--- src/rtl/keypad_scan_4x4.sv ---
// 4x4 passive key-matrix scanner: row multiplexing, 2-flop column sync, per-scan debounce, one strobe per press.
// Optional auto-repeat of the held key is built only when KEYPAD_AUTOREPEAT_EN is defined.
module keypad_scan_4x4 #(
  parameter int SCAN_DIV       = 20000,
  parameter int DEBOUNCE_SCANS = 4,
  parameter int REPEAT_SCANS   = 25
) (
  input  logic       clk,
  input  logic       rst,
  input  logic [3:0] col,
  output logic [3:0] row,
  output logic [3:0] key_code,
  output logic       key_valid,
  output logic       key_down
);

  localparam int PRE_W = $clog2(SCAN_DIV);
  localparam int CNT_W = $clog2(DEBOUNCE_SCANS + 1);
  localparam logic [PRE_W-1:0] PRE_LAST = PRE_W'(SCAN_DIV - 1);
  localparam logic [CNT_W-1:0] CNT_ONE  = CNT_W'(1);
  localparam logic [CNT_W-1:0] CNT_DONE = CNT_W'(DEBOUNCE_SCANS);

  if (SCAN_DIV < 4 || DEBOUNCE_SCANS < 1 || DEBOUNCE_SCANS > 15 ||
      REPEAT_SCANS < 1 || REPEAT_SCANS > 255) begin : g_param_check
    $error("keypad_scan_4x4: parameter out of range");
  end

  typedef enum logic [1:0] {ST_IDLE, ST_CONFIRM, ST_HELD, ST_RELEASE} state_t;

  function automatic logic [3:0] row_drive(input logic [1:0] idx);
    case (idx)
      2'd0:    row_drive = 4'b1110;
      2'd1:    row_drive = 4'b1101;
      2'd2:    row_drive = 4'b1011;
      2'd3:    row_drive = 4'b0111;
      default: row_drive = 4'b1110;
    endcase
  endfunction

  function automatic logic [2:0] count_low(input logic [3:0] v);
    count_low = 3'd0;
    for (int i = 0; i < 4; i++) begin
      count_low = count_low + {2'b00, ~v[i]};
    end
  endfunction

  function automatic logic [1:0] first_low(input logic [3:0] v);
    first_low = 2'd0;
    for (int i = 3; i >= 0; i--) begin
      if (!v[i]) begin
        first_low = 2'(i);
      end else begin
        first_low = first_low;
      end
    end
  endfunction

  logic [3:0]       col_meta_r, col_sync_r;
  logic [PRE_W-1:0] pre_r;
  logic [1:0]       row_idx_r;
  logic [3:0]       row_r;
  logic [1:0]       hit_r;
  logic [3:0]       first_r;
  state_t           state_r, state_s;
  logic [CNT_W-1:0] cnt_r, cnt_s;
  logic [3:0]       cand_r, cand_s;
  logic [3:0]       key_code_r, key_code_s;
  logic             key_valid_r, key_valid_s;
  logic             key_down_r, key_down_s;

  logic             tick_s, end_scan_s;
  logic [2:0]       scan_total_s;
  logic [3:0]       scan_code_s;
  logic             scan_none_s, scan_one_s;
  logic [CNT_W-1:0] cnt_inc_s;

`ifdef KEYPAD_AUTOREPEAT_EN
  localparam int REP_W = $clog2(REPEAT_SCANS + 1);
  localparam logic [REP_W-1:0] REP_DONE = REP_W'(REPEAT_SCANS);
  logic [REP_W-1:0] rep_r, rep_s;
`endif

  assign tick_s       = (pre_r == PRE_LAST);
  assign end_scan_s   = tick_s && (row_idx_r == 2'd3);
  assign scan_total_s = {1'b0, hit_r} + count_low(col_sync_r);
  // The first hit of the scan wins; lower rows are visited first.
  assign scan_code_s  = (hit_r == 2'd0) ? {row_idx_r, first_low(col_sync_r)} : first_r;
  assign scan_none_s  = (scan_total_s == 3'd0);
  assign scan_one_s   = (scan_total_s == 3'd1);
  assign cnt_inc_s    = cnt_r + CNT_ONE;

  // Two-flop synchronizer for the asynchronous column lines.
  always_ff @(posedge clk or negedge rst) begin
    if (!rst) begin
      col_meta_r <= 4'b1111;
      col_sync_r <= 4'b1111;
    end else begin
      col_meta_r <= col;
      col_sync_r <= col_meta_r;
    end
  end

  // Row-slot prescaler and row drive walk.
  always_ff @(posedge clk or negedge rst) begin
    if (!rst) begin
      pre_r     <= '0;
      row_idx_r <= 2'd0;
      row_r     <= 4'b1110;
    end else if (tick_s) begin
      pre_r     <= '0;
      row_idx_r <= row_idx_r + 2'd1;
      row_r     <= row_drive(row_idx_r + 2'd1);
    end else begin
      pre_r     <= pre_r + PRE_W'(1);
    end
  end

  // Per-scan hit accumulator, saturating at two hits (MULTI).
  always_ff @(posedge clk or negedge rst) begin
    if (!rst) begin
      hit_r   <= 2'd0;
      first_r <= 4'd0;
    end else if (end_scan_s) begin
      hit_r   <= 2'd0;
      first_r <= 4'd0;
    end else if (tick_s) begin
      hit_r   <= (scan_total_s >= 3'd2) ? 2'd2 : scan_total_s[1:0];
      first_r <= scan_code_s;
    end else begin
      hit_r   <= hit_r;
      first_r <= first_r;
    end
  end

  // Debounce FSM next-state logic, evaluated only on scan completion.
  always_comb begin
    state_s     = state_r;
    cnt_s       = cnt_r;
    cand_s      = cand_r;
    key_code_s  = key_code_r;
    key_valid_s = 1'b0;
    key_down_s  = key_down_r;
`ifdef KEYPAD_AUTOREPEAT_EN
    rep_s       = rep_r;
`endif
    if (end_scan_s) begin
      case (state_r)
        ST_IDLE: begin
          if (scan_one_s) begin
            cand_s = scan_code_s;
            if (CNT_ONE == CNT_DONE) begin
              state_s     = ST_HELD;
              cnt_s       = '0;
              key_code_s  = scan_code_s;
              key_valid_s = 1'b1;
              key_down_s  = 1'b1;
`ifdef KEYPAD_AUTOREPEAT_EN
              rep_s       = '0;
`endif
            end else begin
              state_s = ST_CONFIRM;
              cnt_s   = CNT_ONE;
            end
          end else begin
            state_s = ST_IDLE;
          end
        end
        ST_CONFIRM: begin
          if (scan_one_s && (scan_code_s == cand_r)) begin
            if (cnt_inc_s == CNT_DONE) begin
              state_s     = ST_HELD;
              cnt_s       = '0;
              key_code_s  = cand_r;
              key_valid_s = 1'b1;
              key_down_s  = 1'b1;
`ifdef KEYPAD_AUTOREPEAT_EN
              rep_s       = '0;
`endif
            end else begin
              cnt_s = cnt_inc_s;
            end
          end else begin
            state_s = ST_IDLE;
            cnt_s   = '0;
          end
        end
        ST_HELD: begin
          if (scan_none_s) begin
            if (CNT_ONE == CNT_DONE) begin
              state_s    = ST_IDLE;
              cnt_s      = '0;
              key_down_s = 1'b0;
            end else begin
              state_s = ST_RELEASE;
              cnt_s   = CNT_ONE;
            end
          end else begin
`ifdef KEYPAD_AUTOREPEAT_EN
            if (rep_r + REP_W'(1) == REP_DONE) begin
              rep_s       = '0;
              key_valid_s = 1'b1;
            end else begin
              rep_s = rep_r + REP_W'(1);
            end
`else
            state_s = ST_HELD;
`endif
          end
        end
        ST_RELEASE: begin
          if (scan_none_s) begin
            if (cnt_inc_s == CNT_DONE) begin
              state_s    = ST_IDLE;
              cnt_s      = '0;
              key_down_s = 1'b0;
            end else begin
              cnt_s = cnt_inc_s;
            end
          end else begin
            state_s = ST_HELD;
            cnt_s   = '0;
`ifdef KEYPAD_AUTOREPEAT_EN
            rep_s   = '0;
`endif
          end
        end
        default: begin
          state_s    = ST_IDLE;
          cnt_s      = '0;
          key_down_s = 1'b0;
        end
      endcase
    end else begin
      state_s = state_r;
    end
  end

  // Debounce FSM state and registered outputs.
  always_ff @(posedge clk or negedge rst) begin
    if (!rst) begin
      state_r     <= ST_IDLE;
      cnt_r       <= '0;
      cand_r      <= 4'd0;
      key_code_r  <= 4'd0;
      key_valid_r <= 1'b0;
      key_down_r  <= 1'b0;
`ifdef KEYPAD_AUTOREPEAT_EN
      rep_r       <= '0;
`endif
    end else begin
      state_r     <= state_s;
      cnt_r       <= cnt_s;
      cand_r      <= cand_s;
      key_code_r  <= key_code_s;
      key_valid_r <= key_valid_s;
      key_down_r  <= key_down_s;
`ifdef KEYPAD_AUTOREPEAT_EN
      rep_r       <= rep_s;
`endif
    end
  end

  assign row       = row_r;
  assign key_code  = key_code_r;
  assign key_valid = key_valid_r;
  assign key_down  = key_down_r;

endmodule

--- config.mk ---
export PLATFORM = sky130hd
export DESIGN_NAME = keypad_scan_4x4
export DESIGN_NICKNAME = d
export VERILOG_FILES = /design/src/rtl/keypad_scan_4x4.sv
export SDC_FILE = /design/constraint.sdc
export NUM_CORES = 1
export LEC_CHECK = 0
export ABC_AREA = 1
export CORE_UTILIZATION = 63
export CTS_BUF_LIST = sky130_fd_sc_hd__clkbuf_4 sky130_fd_sc_hd__clkbuf_8 sky130_fd_sc_hd__clkbuf_16
export DETAILED_ROUTE_END_ITERATION = 10
export PLACE_DENSITY = 0.88
export SETUP_SLACK_MARGIN = 0.4
export SLEW_MARGIN = 10
export SYNTH_ARGS = -nofsm -noshare
export SYNTH_HDL_FRONTEND = slang
export SYNTH_SLANG_ARGS = --single-unit
--- constraint.sdc ---
create_clock -name clk -period 4.4 [get_ports clk]
set_input_delay 0.88 -clock clk [delete_from_list [all_inputs] [get_ports clk]]
set_output_delay 0.88 -clock clk [all_outputs]
set_load 0.01 [all_outputs]
==> results of run 1 <==
## synthesized netlist by cell type
master    instances  area [µm²]
nor2_2            5        31.3
or2_4             2        17.5
inv_1            42         158
nand3_1          14        70.1
xor2_1            6        52.6
and3_1            1        6.26
dfrtp_1          39         976
nor3_1            4        20.0
buf_2             1        5.00
nor2_8            1        20.0
o21ai_2           1        8.76
nand2_4           3        33.8
nor3b_2           1        12.5
nand3_4           2        35.0
a21oi_1           5        25.0
dfstp_2          11         289
fa_1              3        60.1
inv_2             8        30.0
nor3_2            2        20.0
nand4_1          10        62.6
clkbuf_1          1        3.75
nand2_1          60         225
nand2_2           9        56.3
clkinv_1          1        3.75
nor2_1           19        71.3
nand4_2           1        12.5
nor2_4            4        45.0
o31ai_1           5        37.5
ha_1              7        87.6
o21ai_1          10        50.1
o21ai_0          13        65.1
o211a_1           1        10.0
nand3_2           2        20.0
nor4_4            1        21.3
## power breakdown
part,switching [W],internal (W),leakage (nW)
sequential,0.00000223,0.000466,0.646
clock,0.000145,0.000133,0.0517
combinational,0.0000338,0.0000172,0.719
## metal layers
| layer | vias to the layer above | part of all wire [%] |
|---|---|---|
| met5 | - | 0 |
| met4 | 0 | 1.1 |
| met3 | 4 | 4.1 |
| met2 | 43 | 47 |
| met1 | 895 | 47 |
| li1 | 978 | - |
## cell type report
type	instances	share of cell area, %
Inverter	51	6.52
Timing Repair Buffer	15	4.94
Tap cell	50	2.13
Clock buffer	7	3.07
Sequential cell	50	43.1
Multi-Input combinational cell	192	40.1
Clock inverter	1	0.170
## worst max-delay path: stages, from the launching register on
cell	delay, ps
dfrtp_1	410
inv_2	80
fa_1	500
inv_1	50
fa_1	370
fa_1	430
or2_4	290
nor2_1	220
o21ai_0	130
inv_1	80
nand2_2	80
nor2_2	130
nand2_1	70
nand2_1	60
inv_1	40
## registers in the layout (all words and copies together) (netlist names)
signal,flops
cnt_r,3
col_meta_r,4
first_r,4
state_r,2
row_idx_r,2
key_code,4
key_valid,1
hit_r,2
row,4
pre_r,15
cand_r,4
key_down,1
col_sync_r,4
## worst min path at each step
stage             startpoint             to  slack (ps)  cells after the start
2_1_floorplan  col_meta_r[0]  col_sync_r[0]         350                      0
3_3_place_gp   col_meta_r[0]  col_sync_r[0]         350                      0
3_5_place_dp   col_meta_r[1]  col_sync_r[1]         350                      0
4_1_cts        col_meta_r[1]  col_sync_r[1]         360                      0
5_1_grt        col_meta_r[1]  col_sync_r[1]         360                      0
6_report       col_meta_r[1]  col_sync_r[1]         360                      0
## metrics by stage
| step | utilization (%) | cell area (µm²) |
|---|---|---|
| after floorplan | - | 2640 |
| after global placement | 71.0 | 2840 |
| after detailed placement | 71.0 | 2840 |
| after CTS | 73.4 | 2940 |
| after global routing | 73.4 | 2940 |
| final | 73.4 | 2940 |
## cell families (layout without fill, tap and decap cells)
logic type      Yosys count  after routing
compound gates           35             35
xor+xnor                  6              6
fa+ha+maj                10             10
buf+inv                  53             74
flops                    50             50
simple gates            141            141
==> results.md, run 1 <==
- Worst VDD drop: 0.000248 V
- Most frequent cells in the layout: nand2_1, inv_1, dfrtp_1
- Worst Path Required: 4600 ps
- Fin Clk Skew: 8.76 ps
- R2R Setup Slk: 1360 ps
- Fin crit period: 3040 ps
- Fin nets: 331
- CTS sink count: 50
- Final Non-Filler Cells: 366
- CTS tree: built
- Antenna Cells: 0
- Cts hold-fix bufs: 0
- Worst hold margin: 358 ps
- Multi-input gate area: 0.00118 mm²
- Crit path capture type: register
- Global route hottest layer: met2
- Setup_tns: 0 ps
- Sequential-to-total area share from yosys stat: 47.9%
- Final worst path period share: 69.1%
- GP Congestion: 0.825
- Max capacitance violation total: 0
- HP Class: register to register
- CP endpoint: cnt_r[0]
- Port bufs: 15
- Reg-to-reg startpoint: hit_r[0]
- Post_cts resized: 0
- Post-DRT Antenna Nets: 0
- GR Overflow Total: 0
- Worst-margin pin slew: 1040 ps
- Max transition margin: 30.6%
- RSZ-0062 raised after global routing: no
- Die ar.: 0.00446 mm²
- Share of cells above drive strength 1: 19.6%
- Largest family of logic cells by synthesized area: simple AND/OR/NAND/NOR gates
- Ys Warns: 0
- First-pass detailed-route iteration total: 5
- Setup Crit Path Kind: register to register
- Achievable Freq: 329 MHz
- GRT Overall Usage: 23.6%
- FF+latch count, synth: 50
- DP Cell Count: 358
- Leakage power: 1.42 nW
- Critical Path AT: 3240 ps
- Startpoint Class: register
- Mapped Cells: 295
- Critical path launch point: hit_r[0]
- Clock-pin slew on the worst setup and hold paths: 80 ps
- Reg-to-reg endpoint: cnt_r[0]
- Crit-path max FO: 4
- # setup viols final: 0
- Met1 Usage GRT: 31.0%
- Num rows: 23
- Final worst slack: 1360 ps
- Compound-Gate Fraction of Synth Area: 7.43%
- Drt wl/cell: 12.2 µm
- Worst skew pair latency: 300 ps
- DRC: 0
- Avg Vias per Cell: 5.25
- Cell area after synthesis: 0.00264 mm²
- Layout area overhead: 11.1%
- Met3 GRT Util: 6.16%
- Clock Root Buffer: clkbuf_8
- Commonest non-fill, non-tap cell in the layout: nand2_1
- Syn Area/Cell: 8.96 µm²
- # Post-CTS Setup Buffers: 0
- XOR/XNOR Fraction of Synth Area: 1.99%
- Sequential cell area: 0.00126 mm²
- Post-Synth Adder-Cell Area: 5.59%
- Fillcell total: 309
- Largest net degree at the start of global routing: 51
- Pwr dens: 272 mW/mm²
- Final Max Tran Viols: 0
- Pre-CTS WS: 1360 ps
- Initial antenna violation count: 0
- Multiplexer share of the synthesized area: 0%
- M2 GR Usage: 38.5%
- WL final: 4470 µm
- Final Hold Vio Count: 0
- Die W: 66.8 µm
- FF-to-FF path depth: 14
- Simple-Gate Fraction of Synth Area: 29.5%
- Cts bufs inserted: 5
- Core box area: 0.00400 mm²
- Via count: 1920
- HPWL after detailed placement: 3270 µm
- First-pass GRT wire length: 7670 µm
- Die Height: 66.8 µm
- H-tree depth: 2
- Vias in the first global route: 1755
- Total design power: 0.000798 W
- Status: finished clean
- IO Count: 16
- CTS Buffer Depth: 2
- Post-synth net total: 311
- Starting Density: 66.1%
- Yosys cell types: 34
- Starting DRT DRC Count: 165
No activity file was read; power rests on OpenSTA's default activity.
==> run 2, diff against run 1 <==
Settings changed: CORE_UTILIZATION 63 to 59, PLACE_DENSITY 0.88 to 0.83.
Clock period 4.4 ns to 2.8 ns, I/O delays scaled along.
==> results.md, run 2 (synthesis gave the netlist of run 1 again) <==
- Die W: 68.9 µm (was 66.8 µm)
- Worst Path Required: 3000 ps (was 4600 ps)
- Worst VDD drop: 0.000266 V (was 0.000248 V)
- Commonest non-fill, non-tap cell in the layout: nand2_1 (unchanged)
- Fin crit period: 2860 ps (was 3040 ps)
- GRT Overall Usage: 22.3% (was 23.6%)
- Vias in the first global route: 1799 (was 1755)
- Clock Root Buffer: clkbuf_8 (unchanged)
- Critical Path AT: 3050 ps (was 3240 ps)
- Global route hottest layer: met2 (unchanged)
- Met3 GRT Util: 3.95% (was 6.16%)
- DP Cell Count: 364 (was 358)
- GR Overflow Total: 0 (unchanged)
- Final Max Tran Viols: 0 (unchanged)
- Final worst slack: -57.1 ps (was 1360 ps)
- IO Count: 16 (unchanged)
- Post-DRT Antenna Nets: 0 (unchanged)
- Met1 Usage GRT: 28.8% (was 31.0%)
- CTS Buffer Depth: 2 (unchanged)
- Port bufs: 15 (unchanged)
- Initial antenna violation count: 0 (unchanged)
- Final Hold Vio Count: 0 (unchanged)
- Final Non-Filler Cells: 379 (was 366)
- Via count: 2011 (was 1920)
- Final instance area: 0.00309 mm² (was 0.00294 mm²)
- Final worst path period share: 102% (was 69.1%)
- Reg-to-reg endpoint: key_code[0] (was cnt_r[0])
- Avg Vias per Cell: 5.31 (was 5.25)
- CTS sink count: 50 (unchanged)
- GP Congestion: 0.834 (was 0.825)
- Cts bufs inserted: 5 (unchanged)
- HPWL after detailed placement: 3380 µm (was 3270 µm)
- Share of cells above drive strength 1: 26.1% (was 19.6%)
- Layout area overhead: 16.9% (was 11.1%)
- # setup viols final: 11 (was 0)
- Clock-pin slew on the worst setup and hold paths: 90 ps (was 80 ps)
- First-pass GRT wire length: 7620 µm (was 7670 µm)
- Hold endpoint: col_sync_r[2] (was col_sync_r[1])
- Setup Crit Path Kind: register to register (unchanged)
- Status: finished, violations left (was finished clean)
- Drt wl/cell: 12.4 µm (was 12.2 µm)
- Max capacitance violation total: 0 (unchanged)
- Fin Clk Skew: 8.83 ps (was 8.76 ps)
- Hold wc startpoint: col_meta_r[2] (was col_meta_r[1])
- Pre-CTS WS: -36.2 ps (was 1360 ps)
- Fillcell total: 273 (was 309)
- Leakage power: 1.48 nW (was 1.42 nW)
- Top reg by flops: pre_r (unchanged)
- H-tree depth: 2 (unchanged)
- Crit-path max FO: 5 (was 4)
- Hold path depth: 0 (unchanged)
- Die Height: 68.9 µm (was 66.8 µm)
- Max transition margin: 34.6% (was 30.6%)
- Total design power: 0.00127 W (was 0.000798 W)
- HP Class: register to register (unchanged)
- Most frequent cells in the layout: nand2_1, inv_1, dfrtp_1 (unchanged)
- FF-to-FF path depth: 14 (unchanged)
- Achievable Freq: 350 MHz (was 329 MHz)
- First-pass detailed-route iteration total: 5 (unchanged)
- Startpoint Class: register (unchanged)
- Largest net degree at the start of global routing: 47 (was 51)
- Worst skew pair latency: 300 ps (about the same)
- Pwr dens: 412 mW/mm² (was 272 mW/mm²)
- Violated checks: setup timing
- CTS tree: built (unchanged)
- M2 GR Usage: 36.0% (was 38.5%)
- Reg-to-reg startpoint: hit_r[0] (unchanged)
- WL final: 4720 µm (was 4470 µm)
- DRC: 0 (unchanged)
- Antenna Cells: 0 (unchanged)
- Crit path capture type: register (unchanged)
- Core box area: 0.00414 mm² (was 0.00400 mm²)
- Max reg flops: 15 (unchanged)
- Starting DRT DRC Count: 105 (was 165)
- RSZ-0062 raised after global routing: yes (was no)
- Worst-margin pin slew: 981 ps (was 1040 ps)
- Fin nets: 344 (was 331)
- Final core occ: 74.5% (was 73.4%)
- Starting Density: 63.8% (was 66.1%)
- Num rows: 23 (unchanged)
- DP Area: 0.00290 mm² (was 0.00284 mm²)
- R2R Setup Slk: -60 ps (was 1360 ps)
- Die ar.: 0.00475 mm² (was 0.00446 mm²)
==> run 2: metrics by stage <==
| step | setup TNS, ps | hold slack (ps) |
|---|---|---|
| after detailed placement | -139 | 350 |
| after CTS | -94.3 | 361 |
| final | -371 | 359 |
| after global routing | -1960 | 364 |
| after floorplan | -75.9 | 264 |
| after global placement | 0 | 346 |
==> run 2: worst max-delay path by stage <==
stage          cells after the start           from          end
3_3_place_gp                      13  col_sync_r[0]  key_code[0]
3_5_place_dp                      14       hit_r[0]   state_r[0]
6_report                          14       hit_r[0]  key_code[0]
4_1_cts                           13  col_sync_r[0]   state_r[0]
2_1_floorplan                     14       hit_r[0]  key_code[0]
5_1_grt                           14       hit_r[0]  key_code[2]
==> run 2: power breakdown <==
group	total (W)	internal [W]	switching (W)
combinational	0.000112	0.0000477	0.0000639
sequential	0.000736	0.000732	0.00000330
clock	0.000425	0.000207	0.000218
==> run 2: routing by layer <==
| metal | routed length [µm] | vias to the layer above |
|---|---|---|
| li1 | - | 1013 |
| met1 | 2190 | 935 |
| met2 | 2200 | 51 |
| met3 | 192 | 12 |
| met4 | 138 | 0 |
| met5 | 0 | - |
==> run 2: repair_timing <==
action	CTS	global route
buffers inserted	2	4
cloned	1	0
setup endpoints to repair	16	16
pin swaps	2	2
gates resized for setup	3	13
hold buffers	0	0
==> run 2: cell type report <==
| class | count | area, µm² | area share [%] |
|---|---|---|---|
| clock buffers | 8 | 91.3 | 2.96 |
| inverters | 51 | 194 | 6.28 |
| multi-input cells | 193 | 1240 | 40.1 |
| flip-flops and latches | 50 | 1260 | 40.9 |
| well taps | 50 | 62.6 | 2.03 |
| repair buffers | 27 | 239 | 7.74 |
==> run 2: critical path, stage by stage (launching register included) <==
cell	delay, ps
dfrtp_1	380
inv_2	60
fa_1	490
inv_1	50
fa_2	330
fa_1	430
or2_4	280
nor2_8	120
nand3_2	80
nor2_4	140
nand3_4	120
inv_4	90
nand2_4	60
nand2_1	80
o21ai_1	60
==> run 3, diff against run 2 <==
--- a/config.mk
+++ b/config.mk
@@ -7,8 +7,9 @@
 export LEC_CHECK = 0
 export ABC_AREA = 1
-export CORE_UTILIZATION = 59
+export CORE_ASPECT_RATIO = 1.2
+export CORE_UTILIZATION = 45
 export CTS_BUF_LIST = sky130_fd_sc_hd__clkbuf_4 sky130_fd_sc_hd__clkbuf_8 sky130_fd_sc_hd__clkbuf_16
 export DETAILED_ROUTE_END_ITERATION = 10
-export PLACE_DENSITY = 0.83
+export PLACE_DENSITY = 0.67
 export SETUP_SLACK_MARGIN = 0.4
 export SLEW_MARGIN = 10
==> constraint.sdc (replaced) <==
create_clock -name clk -period 2.8 [get_ports clk]
set_input_delay 0.42 -clock clk [delete_from_list [all_inputs] [get_ports clk]]
set_output_delay 0.42 -clock clk [all_outputs]
set_load 0.01 [all_outputs]
==> results.md, run 3 (synthesis gave the netlist of run 1 again) <==
- Starting DRT DRC Count: 95 (was 105)
- Cts bufs inserted: 5 (unchanged)
- Commonest non-fill, non-tap cell in the layout: nand2_1 (unchanged)
- FF-to-FF path depth: 12 (was 14)
- Worst hold margin: 283 ps (was 359 ps)
- HP Class: input pin to asynchronous set/reset pin (was register to register)
- Share of cells above drive strength 1: 26.9% (was 26.1%)
- Antenna Cells: 0 (unchanged)
- Starting Density: 46.6% (was 63.8%)
- Achievable Freq: 343 MHz (was 350 MHz)
- Clock Root Buffer: clkbuf_8 (unchanged)
- Die W: 72.0 µm (was 68.9 µm)
- Reg-to-reg endpoint: cand_r[0] (was key_code[0])
- HPWL after detailed placement: 3450 µm (was 3380 µm)
- CP endpoint: cand_r[0] (was key_code[0])
- Critical path launch point: hit_r[0] (unchanged)
- Leakage power: 1.50 nW (was 1.48 nW)
- GRT Overall Usage: 17.0% (was 22.3%)
- Setup Crit Path Kind: register to register (unchanged)
- Post-DRT Antenna Nets: 0 (unchanged)
- Vias in the first global route: 1945 (was 1799)
- GP Congestion: 0.796 (was 0.834)
- Largest net degree at the start of global routing: 47 (unchanged)
- Multi-input gate area: 0.00127 mm² (was 0.00124 mm²)
- Max capacitance violation total: 0 (unchanged)
- CTS Buffer Depth: 2 (unchanged)
- GR Overflow Total: 0 (unchanged)
- Clock-pin slew on the worst setup and hold paths: 90 ps (about the same)
- Fin nets: 342 (was 344)
- CTS tree: built (unchanged)
- CTS sink count: 50 (unchanged)
- Via count: 1969 (was 2011)
- Drt wl/cell: 12.0 µm (was 12.4 µm)
- Fillcell total: 508 (was 273)
- Pre-CTS WS: -60.7 ps (was -36.2 ps)
- Total design power: 0.00136 W (was 0.00127 W)
- Avg Vias per Cell: 4.84 (was 5.31)
- R2R Setup Slk: -120 ps (was -60 ps)
- First-pass GRT wire length: 8180 µm (was 7620 µm)
- Top reg by flops: pre_r (unchanged)
- Sequential cell area: 0.00126 mm² (unchanged)
- Max transition margin: 32.6% (was 34.6%)
- Fin Clk Skew: 10.9 ps (was 8.83 ps)
- Initial antenna violation count: 0 (unchanged)
- Status: finished, violations left (unchanged)
- Cts hold-fix bufs: 0 (unchanged)
- Most frequent cells in the layout: nand2_1, inv_1, dfrtp_1 (unchanged)
- Worst skew pair latency: 300 ps (about the same)
- Startpoint Class: register (unchanged)
- Core box area: 0.00567 mm² (was 0.00414 mm²)
- # setup viols final: 12 (was 11)
- First-pass detailed-route iteration total: 4 (was 5)
- RSZ-0062 raised after global routing: yes (unchanged)
- Num rows: 30 (was 23)
- Max reg flops: 15 (unchanged)
- Port bufs: 15 (unchanged)
- Final Hold Vio Count: 0 (unchanged)
- Crit-path max FO: 8 (was 5)
- Critical Path AT: 3130 ps (was 3050 ps)
- IO Count: 16 (unchanged)
- Final Max Tran Viols: 0 (unchanged)
- Die Height: 85.9 µm (was 68.9 µm)
- Reg-to-reg startpoint: hit_r[0] (unchanged)
- Layout area overhead: 20.1% (was 16.9%)
- Die ar.: 0.00618 mm² (was 0.00475 mm²)
- Crit path capture type: register (unchanged)
- Final worst slack: -116 ps (was -57.1 ps)
- H-tree depth: 2 (unchanged)
- WL final: 4870 µm (was 4720 µm)
- Worst VDD drop: 0.000213 V (was 0.000266 V)
- Setup_tns: -801 ps (was -371 ps)
- Violated checks: setup timing (unchanged)
- Worst Path Required: 3020 ps (was 3000 ps)
- Pwr dens: 430 mW/mm² (was 412 mW/mm²)
- DRC: 0 (unchanged)
- Worst-margin pin slew: 1010 ps (was 981 ps)
- Fin crit period: 2920 ps (was 2860 ps)
- Final worst path period share: 104% (was 102%)
run 3: cell count changes in the layout (fill, tap and decap cells not counted), sizes merged:
| cell | before | now |
|---|---|---|
| bufinv | 0 | 1 |
| clkbuf | 8 | 7 |
| buf | 13 | 11 |
run 3: critical path, cell delays in order, from the launching register on:
cell	delay, ps
dfrtp_1	370
inv_2	50
fa_1	500
inv_1	60
fa_2	340
fa_1	430
or2_4	300
nor2_8	100
buf_4	110
buf_6	80
buf_6	90
nand3_4	140
o31ai_4	250
run 3: what timing repair did:
action | in CTS | in global routing
cloned | 1 | 0
endpoints found under the setup margin | 16 | 17
endpoints found under the hold margin | 0 | 0
setup buffers | 2 | 2
gates resized for setup | 6 | 18
pin swaps | 1 | 9
run 3: report_power, final:
group	leakage (nW)	switching [W]	internal, W
registers	0.646	0.00000307	0.000732
logic	0.800	0.0000643	0.0000480
clock network	0.0593	0.000230	0.000287
total	1.50	0.000298	0.00107
run 3: metal layers:
layer	GRT usage (%)	vias up	wire length, µm
li1	-	999	-
met1	17.7	940	2010
met2	32.1	21	2650
met3	3.29	9	90
met4	8.02	0	118
met5	0	-	0
run 3: through the flow:
step,utilization [%],cell area (µm²),std cells
2_1_floorplan,-,2650,295
3_3_place_gp,51.8,2930,394
3_5_place_dp,51.8,2930,394
4_1_cts,54.5,3090,405
5_1_grt,56.0,3170,407
6_report,56.0,3170,407
run 3: worst min-delay path by stage:
stage / startpoint / to / slack [ps]
after floorplan: rst / cand_r[0] / 120
after global placement: col_meta_r[3] / col_sync_r[3] / 350
after CTS: rst / key_code[2] / 320
after global routing: col_meta_r[1] / col_sync_r[1] / 360
after detailed placement: col_meta_r[1] / col_sync_r[1] / 350
final: rst / key_down / 280
run 3: area by class of cell:
cell class,count,area share [%]
timing repair buffer,25,7.17
tap,80,3.15
multi-input combinational,193,40.1
sequential,50,39.9
clock buffer,7,2.64
inverter,51,6.11
clock inverter,1,0.946
